### config.mk
export PLATFORM = sky130hd
export DESIGN_NAME = immgen_pipe
export DESIGN_NICKNAME = d
export VERILOG_FILES = /design/src/rtl/riscv_imm_pkg.sv /design/src/rtl/imm_extract.sv /design/src/rtl/immgen_pipe.sv
export SDC_FILE = /design/constraint.sdc
export NUM_CORES = 1
export LEC_CHECK = 0
export CAP_MARGIN = 20
export CORE_MARGIN = 2
export CORE_UTILIZATION = 50
export CTS_BUF_LIST = sky130_fd_sc_hd__clkbuf_16
export CTS_CLUSTER_SIZE = 40
export DETAILED_ROUTE_END_ITERATION = 6
export PLACE_DENSITY = 0.89
export SYNTH_ARGS = -nofsm -noshare
export SYNTH_HDL_FRONTEND = slang
export SYNTH_HIERARCHICAL = 1
export SYNTH_SLANG_ARGS = --single-unit
### constraint.sdc
create_clock -name clk -period 3.5 [get_ports clk]
set_clock_uncertainty 0.15 [all_clocks]
set_input_delay 0.875 -clock clk [delete_from_list [all_inputs] [get_ports clk]]
set_output_delay 0.875 -clock clk [all_outputs]
set_load 0.03 [all_outputs]
### src/rtl/riscv_imm_pkg.sv
// Shared definitions for the immediate generator.
//   imm_type_t   : immediate class reported alongside every decoded word
//   TYPE_*       : 7-bit base opcodes recognised by the decoder
//   F3_*         : funct3 values that turn an I-type ALU op into a shift
//   is_shift_f3  : true when an I-type ALU funct3 selects a shift
package riscv_imm_pkg;

    typedef enum logic [2:0] {
        IMM_NONE  = 3'd0,
        IMM_I     = 3'd1,
        IMM_SHAMT = 3'd2,
        IMM_S     = 3'd3,
        IMM_B     = 3'd4,
        IMM_U     = 3'd5,
        IMM_J     = 3'd6
    } imm_type_t;

    localparam logic [6:0] TYPE_R       = 7'b0110011;
    localparam logic [6:0] TYPE_I_LOAD  = 7'b0000011;
    localparam logic [6:0] TYPE_I_JALR  = 7'b1100111;
    localparam logic [6:0] TYPE_I_ALU   = 7'b0010011;
    localparam logic [6:0] TYPE_S       = 7'b0100011;
    localparam logic [6:0] TYPE_SB      = 7'b1100011;
    localparam logic [6:0] TYPE_U_LUI   = 7'b0110111;
    localparam logic [6:0] TYPE_U_AUIPC = 7'b0010111;
    localparam logic [6:0] TYPE_UJ      = 7'b1101111;

    localparam logic [2:0] F3_SLL     = 3'b001;
    localparam logic [2:0] F3_SRL_SRA = 3'b101;

    function automatic logic is_shift_f3(input logic [2:0] f3);
        return (f3 == F3_SLL) || (f3 == F3_SRL_SRA);
    endfunction

endpackage

### src/rtl/imm_extract.sv
// Combinational immediate extraction for one instruction word.
// Ports:
//   inst     in   32    instruction word
//   imm      out  XLEN  sign/zero-extended immediate (0 for R and illegal)
//   imm_type out  3     immediate class
//   illegal  out  1     opcode not recognised
module imm_extract
    import riscv_imm_pkg::*;
#(
    parameter int XLEN = 32
) (
    input  logic [31:0]     inst,
    output logic [XLEN-1:0] imm,
    output imm_type_t       imm_type,
    output logic            illegal
);

    // Raw immediate fields as signed values; a size cast to XLEN then
    // sign-extends them.
    logic signed [11:0] i_imm;
    logic signed [11:0] s_imm;
    logic signed [12:0] b_imm;
    logic signed [31:0] u_imm;
    logic signed [20:0] j_imm;
    logic        [5:0]  shamt;

    assign i_imm = inst[31:20];
    assign s_imm = {inst[31:25], inst[11:7]};
    assign b_imm = {inst[31], inst[7], inst[30:25], inst[11:8], 1'b0};
    assign u_imm = {inst[31:12], 12'b0};
    assign j_imm = {inst[31], inst[19:12], inst[20], inst[30:21], 1'b0};

    // Shift amount is 5 bits on RV32 and 6 on RV64; funct7/funct6 above it
    // (e.g. the SRAI selector bit) never leaks into the immediate.
    assign shamt = (XLEN == 64) ? inst[25:20] : {1'b0, inst[24:20]};

    always_comb begin
        imm      = '0;
        imm_type = IMM_NONE;
        illegal  = 1'b0;
        case (inst[6:0])
            TYPE_R: begin
                imm_type = IMM_NONE;
            end
            TYPE_I_LOAD, TYPE_I_JALR: begin
                imm_type = IMM_I;
                imm      = XLEN'(i_imm);
            end
            TYPE_I_ALU: begin
                if (is_shift_f3(inst[14:12])) begin
                    imm_type = IMM_SHAMT;
                    imm      = XLEN'(shamt);
                end else begin
                    imm_type = IMM_I;
                    imm      = XLEN'(i_imm);
                end
            end
            TYPE_S: begin
                imm_type = IMM_S;
                imm      = XLEN'(s_imm);
            end
            TYPE_SB: begin
                imm_type = IMM_B;
                imm      = XLEN'(b_imm);
            end
            TYPE_U_LUI, TYPE_U_AUIPC: begin
                imm_type = IMM_U;
                imm      = XLEN'(u_imm);
            end
            TYPE_UJ: begin
                imm_type = IMM_J;
                imm      = XLEN'(j_imm);
            end
            default: begin
                illegal = 1'b1;
            end
        endcase
    end

endmodule

### src/rtl/immgen_pipe.sv
// Pipelined immediate generator with valid/ready handshake.
// Decodes the immediate of an instruction and computes pc + imm.
// Latency from input accept to out_valid is STAGES cycles (1 or 2).
// Ports:
//   clk, rstn            clock, asynchronous active-low reset
//   in_valid / in_ready  input handshake for inst/pc
//   inst, pc             instruction word and its address
//   out_valid/out_ready  output handshake
//   imm_out, imm_type    extended immediate and its class
//   target               pc + imm_out modulo 2^XLEN
//   illegal              opcode not recognised
module immgen_pipe
    import riscv_imm_pkg::*;
#(
    parameter int XLEN   = 32,
    parameter int STAGES = 1
) (
    input  logic            clk,
    input  logic            rstn,
    input  logic            in_valid,
    output logic            in_ready,
    input  logic [31:0]     inst,
    input  logic [XLEN-1:0] pc,
    output logic            out_valid,
    input  logic            out_ready,
    output logic [XLEN-1:0] imm_out,
    output imm_type_t       imm_type,
    output logic [XLEN-1:0] target,
    output logic            illegal
);

    logic [XLEN-1:0] ex_imm;
    imm_type_t       ex_type;
    logic            ex_ill;

    imm_extract #(.XLEN(XLEN)) u_extract (
        .inst     (inst),
        .imm      (ex_imm),
        .imm_type (ex_type),
        .illegal  (ex_ill)
    );

    // Per-stage valid bits; vld_pipe[STAGES] is the output stage.
    logic [STAGES:1] vld_pipe;
    logic            tail_load;  // output stage may take new contents
    logic            head_load;  // stage 1 may take new contents

    // Combinational ready chain: a full stage still loads when its
    // contents leave on the same edge, so a stream never bubbles.
    assign tail_load = !vld_pipe[STAGES] || out_ready;

    generate
        if (STAGES == 1) begin : g_head1
            assign head_load = tail_load;
        end else begin : g_head2
            assign head_load = !vld_pipe[1] || tail_load;
        end
    endgenerate

    assign in_ready  = head_load;
    assign out_valid = vld_pipe[STAGES];

    always_ff @(posedge clk or negedge rstn) begin
        if (!rstn) begin
            vld_pipe <= '0;
        end else begin
            if (head_load) vld_pipe[1] <= in_valid;
            for (int k = 2; k <= STAGES; k++) begin
                if (tail_load) vld_pipe[k] <= vld_pipe[k-1];
            end
        end
    end

    logic [XLEN-1:0] imm_q;
    logic [XLEN-1:0] tgt_q;
    imm_type_t       type_q;
    logic            ill_q;

    generate
        if (STAGES == 1) begin : g_one
            // Extract and add in the same cycle, register once.
            always_ff @(posedge clk or negedge rstn) begin
                if (!rstn) begin
                    imm_q  <= '0;
                    tgt_q  <= '0;
                    type_q <= IMM_NONE;
                    ill_q  <= 1'b0;
                end else if (in_valid && head_load) begin
                    imm_q  <= ex_imm;
                    tgt_q  <= pc + ex_imm;
                    type_q <= ex_type;
                    ill_q  <= ex_ill;
                end
            end
        end else begin : g_two
            // Stage 1 holds the decoded fields and pc; the adder sits
            // between stage 1 and the output stage.
            logic [XLEN-1:0] s1_imm;
            logic [XLEN-1:0] s1_pc;
            imm_type_t       s1_type;
            logic            s1_ill;

            always_ff @(posedge clk or negedge rstn) begin
                if (!rstn) begin
                    s1_imm  <= '0;
                    s1_pc   <= '0;
                    s1_type <= IMM_NONE;
                    s1_ill  <= 1'b0;
                end else if (in_valid && head_load) begin
                    s1_imm  <= ex_imm;
                    s1_pc   <= pc;
                    s1_type <= ex_type;
                    s1_ill  <= ex_ill;
                end
            end

            always_ff @(posedge clk or negedge rstn) begin
                if (!rstn) begin
                    imm_q  <= '0;
                    tgt_q  <= '0;
                    type_q <= IMM_NONE;
                    ill_q  <= 1'b0;
                end else if (vld_pipe[1] && tail_load) begin
                    imm_q  <= s1_imm;
                    tgt_q  <= s1_pc + s1_imm;
                    type_q <= s1_type;
                    ill_q  <= s1_ill;
                end
            end
        end
    endgenerate

    // Output registers only load on a handshake, so data holds while
    // out_valid && !out_ready.
    assign imm_out  = imm_q;
    assign target   = tgt_q;
    assign imm_type = type_q;
    assign illegal  = ill_q;

endmodule

==> results of run 1 <==
layer usage:
metal	GRT overflow	track usage, %
met4	1	70.27
met2	2	88.87
met5	0	2.885
met1	0	68.61
met3	0	48.59
logic make-up after synthesis:
family	after synthesis	share of synthesized area [%]
AOI/OAI and AO/OA	162	22.41
xor gates and xnor gates	28	5.131
adders and majority gates	32	8.534
buffers and inverters	32	2.592
DFF	69	36.13
muxes	40	9.398
and+or+nand+nor	153	15.81
repair_timing:
action / in CTS
setup endpoints to repair: 27
buffers inserted: 15
pin swaps: 42
resized for setup: 109
gates cloned: 0
stage by stage:
step | hold WS (ns) | area [µm²] | setup WS, ns
floorplan | 0.4294 | 4891 | -0.3690
global placement | 0.3103 | 7452 | -1.113
detailed placement | 0.3218 | 7452 | -1.154
CTS | 0.3381 | 8255 | -0.2236
==> flow_summary.ini, run 1 <==
[run_status]
status = stopped before the end
stop_stage = 5_1_grt
tool.error = [ERROR GRT-0232] Routing congestion too high. Check the congestion heatmap in the GUI.

[clock_network]
cts.htree.levels = 3
hold_buffers = 0
cts_root_buf = clkbuf_16
cts_buffers = 9
clock_sinks = 69
clockBufferDepth = 2

[synthesis]
avgSynthCellArea_um2 = 9.263
synth-async-reset-ratio_pct = 100.0
syn_inst = 516
synth-seq-cells = 69
synth-edff-count = 0
synth_area_um2 = 4780
seq_area_frac_synth_pct = 36.13
synth_warnings = 6
yosysTopAreaCell = dfrtp_1
ys_top_cells_by_area = dfrtp_1 (36%), mux2_2 (9.2%), ha_1 (8.1%)
synth_top_area_share_pct = 36.13
synth_most_common_cell = nand2_1
synthDistinctLibCells = 66
synthTopCellsByCount = nand2_1 (70), dfrtp_1 (69), o21ai_0 (52)
syn-num-nets = 616
synthFlopType = dfrtp_1

[place]
placedCellCount = 907
dp_hpwl_um = 13890
routabilityCongestion = 0.9814
port_buffers = 137

[global_route]
overflow = 3
grt_usage_pct = 68.46
grt_max_degree = 40

[timing]
grt_worst_setup_endpoint = target[27]$_DFFE_PN0P_/D
worstEpCategory = register data pin

[die]
io_pins = 138
die_w_um = 101.8
rows = 35
start_util_pct = 51.73
fp.dieH_um = 101.8
==> run 2, diff against run 1 <==
--- a/config.mk
+++ b/config.mk
@@ -7,11 +7,9 @@
 export LEC_CHECK = 0
 export CAP_MARGIN = 20
 export CORE_MARGIN = 2
-export CORE_UTILIZATION = 50
-export CTS_BUF_LIST = sky130_fd_sc_hd__clkbuf_16
-export CTS_CLUSTER_SIZE = 40
+export CORE_UTILIZATION = 35
 export DETAILED_ROUTE_END_ITERATION = 6
-export PLACE_DENSITY = 0.89
+export PLACE_DENSITY_LB_ADDON = 0.15
 export SYNTH_ARGS = -nofsm -noshare
 export SYNTH_HDL_FRONTEND = slang
 export SYNTH_HIERARCHICAL = 1
==> run 2 against run 1 <==
  * The flow now finishes, with violations (negative setup slack)
  * Synthesized cell count is the same
  * Area after synthesis is the same
==> flow_summary.ini, run 2 <==
[setup_path]
required_ns = 3.57
endpoint_kind = flip-flop
path_class = in2reg
cp_cell_sequence = buf_6 -> or2_4 -> or3_4 -> o21ai_4 -> a22o_1 -> buf_6 -> ha_4 -> a21oi_4 -> or3b_4 -> a41oi_4 -> a22o_4 -> buf_6 -> a21bo_4 -> a21oi_2 -> xor2_1 -> o21ai_1
path_buf_inv = 3
cp_max_fo = 4
path_delay_family = compound AO/OA/AOI/OAI gates
path_common_cell = buf_6
arrival_ns = 3.85
ff2ff_path_depth = 4
cp-start-kind = primary input
cpPeakStageDelay_ns = 0.41
cp.depth = 16
cp_slowest_cell = or3_4

[pwr]
vdd_drop_max_uv = 297.4
p_per_area_nw_per_um2 = 296.7
totalPowerFinal_mw = 2.626
p_leak_nw = 4.125

[cells_and_area]
drive_gt1_share_pct = 44.56
syn_to_final_growth_pct = 85.24
multi_input_area_um2 = 3710
fin_util_pct = 66.59
ff_latch_area_um2 = 1727
mostFrequentLayoutCells = buf_4 (176), clkdlybuf4s50_1 (127), dfrtp_1 (69)
fillCellCount = 1026
final_common_cell = buf_4
antenna_cells = 0
finalNetCount = 935

[synthesis]
synth-seq-cells = 69
synth_area_um2 = 4780
ys_top_cells_by_area = dfrtp_1 (36%), mux2_2 (9.2%), ha_1 (8.1%)
synth_top_area_share_pct = 36.13
synth_most_common_cell = nand2_1
avgSynthCellArea_um2 = 9.263
synthFlopType = dfrtp_1
synth-edff-count = 0
syn_inst = 516
synth_warnings = 6
synthDistinctLibCells = 66
synth-async-reset-ratio_pct = 100.0
synthTopCellsByCount = nand2_1 (70), dfrtp_1 (69), o21ai_0 (52)
syn-num-nets = 616
yosysTopAreaCell = dfrtp_1
seq_area_frac_synth_pct = 36.13

[clock_network]
clkLatencyLatePin_ns = 0.33
cts.reportedPaths.clkPinSlew_ns = 0.06
cts.htree.levels = 3
clockBufferDepth = 2
cts_root_buf = clkbuf_16
cts_buffers = 9
clock_sinks = 69
cts_tree = built

[timing]
clock.fmax_mhz = 264.9
slew_headroom_pct = 36.51
final_hold_viol_count = 0
period_share_pct = 107.8
fin_crit_ns = 3.775
rsz0062_at_grt = yes
setup_violations = 19
max_slew.worst_pin.slew_ns = 0.9524
worst_slack_ns = -0.2746
slew_violations = 0

[min_path]
holdPathStages = 2
hold_class = reg2reg

[place]
routabilityCongestion = 0.9458
port_buffers = 137
post-place-ws_ns = -1.219
dp_hpwl_um = 12900

[global_route]
grt_usage_pct = 23.66
grt_max_degree = 70
overflow = 0
grt_pass1_vias = 5421
antenna_found_initial = 0
grt_pass1_wl_um = 27080

[drt]
routed_via_density = 5.128
drtAntennaViolNets = 0
wl_per_cell_um = 17.21
drt_first_pass_iters = 4
detail_route.drc_violations = 0
vias = 5195
dr.first_iter.drc_count = 204
wl_um = 17430

[die]
io_pins = 138
rows = 42
core_region_area_um2 = 13300
die-area_um2 = 14610
fp.dieH_um = 120.9
die_w_um = 120.9
start_util_pct = 35.95

[run_status]
status = complete, but fails checks
violations = negative setup slack

[job]
cap_violations = 0
## run 2: cell counts after synthesis
Identical to the previous run, type by type.
## run 2: cells by family after synthesis
group / Yosys count / share of synthesized area [%]
multiplexers: 40 / 9.398
AND/OR/NAND/NOR: 153 / 15.81
AO/OA/AOI/OAI: 162 / 22.41
adder cells (fa/ha/maj): 32 / 8.534
XOR/XNOR: 28 / 5.131
flip-flops: 69 / 36.13
buffers and inverters: 32 / 2.592
## run 2: area by class of cell
class,count,share of cell area (%)
sequential,69,19.50
inverter,8,0.3392
timing repair buffer,332,32.67
clock buffer,12,3.010
clock inverter,1,0.08479
tap,176,2.487
multi-input combinational,415,41.90
## run 2: worst reg2reg max path: stages, from the launching register on
cell and delay (ns):
dfrtp_1 0.34, nand2b_1 0.12, nand2_4 0.30, buf_4 0.31, mux2_2 0.37
## run 2: repair_timing
action | CTS | global route
resized for setup | 155 | 34
setup endpoints to repair | 26 | 22
setup buffers | 29 | 12
hold buffers | 0 | 0
pin swaps | 68 | 26
## run 2: report_power, final
group	internal [mW]	total [mW]	switching [mW]	leakage (nW)
Clock	0.526	0.864	0.338	0.133
Combinational	0.413	0.857	0.444	3.09
Sequential	0.868	0.906	0.0383	0.897
Total	1.81	2.63	0.821	4.12
## run 2: metrics by stage
| step | hold WS (ns) | instances | setup TNS (ns) | area, µm² |
|---|---|---|---|---|
| 6_report | 0.3250 | 1013 | -2.849 | 8853 |
| 5_1_grt | 0.3410 | 1013 | -4.994 | 8853 |
| 4_1_cts | 0.3313 | 1001 | -1.951 | 8600 |
| 3_5_place_dp | 0.3194 | 960 | -24.29 | 7543 |
| 3_3_place_gp | 0.3117 | 960 | -23.35 | 7543 |
| 2_1_floorplan | 0.4294 | 516 | -3.996 | 4891 |
## run 2: metal layers
| layer | vias up | track usage, % | part of all wire (%) |
|---|---|---|---|
| met5 | - | 0 | 0 |
| met4 | 0 | 9.230 | 2.6 |
| met3 | 33 | 3.665 | 4.3 |
| met2 | 141 | 39.15 | 48 |
| met1 | 2507 | 30.99 | 45 |
| li1 | 2514 | - | - |
## run 2: path summary, 6_finish.rpt
path | end | from | slack [ns]
worst max-delay path | target[25] | inst[2] | -0.27
worst min-delay path | target[8] | target[8] | 0.32
worst max register to register | imm_out[1] | out_valid | 1.80
worst min register to register | target[8] | target[8] | 0.32
max in group asynchronous | imm_out[10] | rstn | 1.97
min in group asynchronous | imm_out[15] | rstn | 0.62
Power figures use the tool's default switching activity.
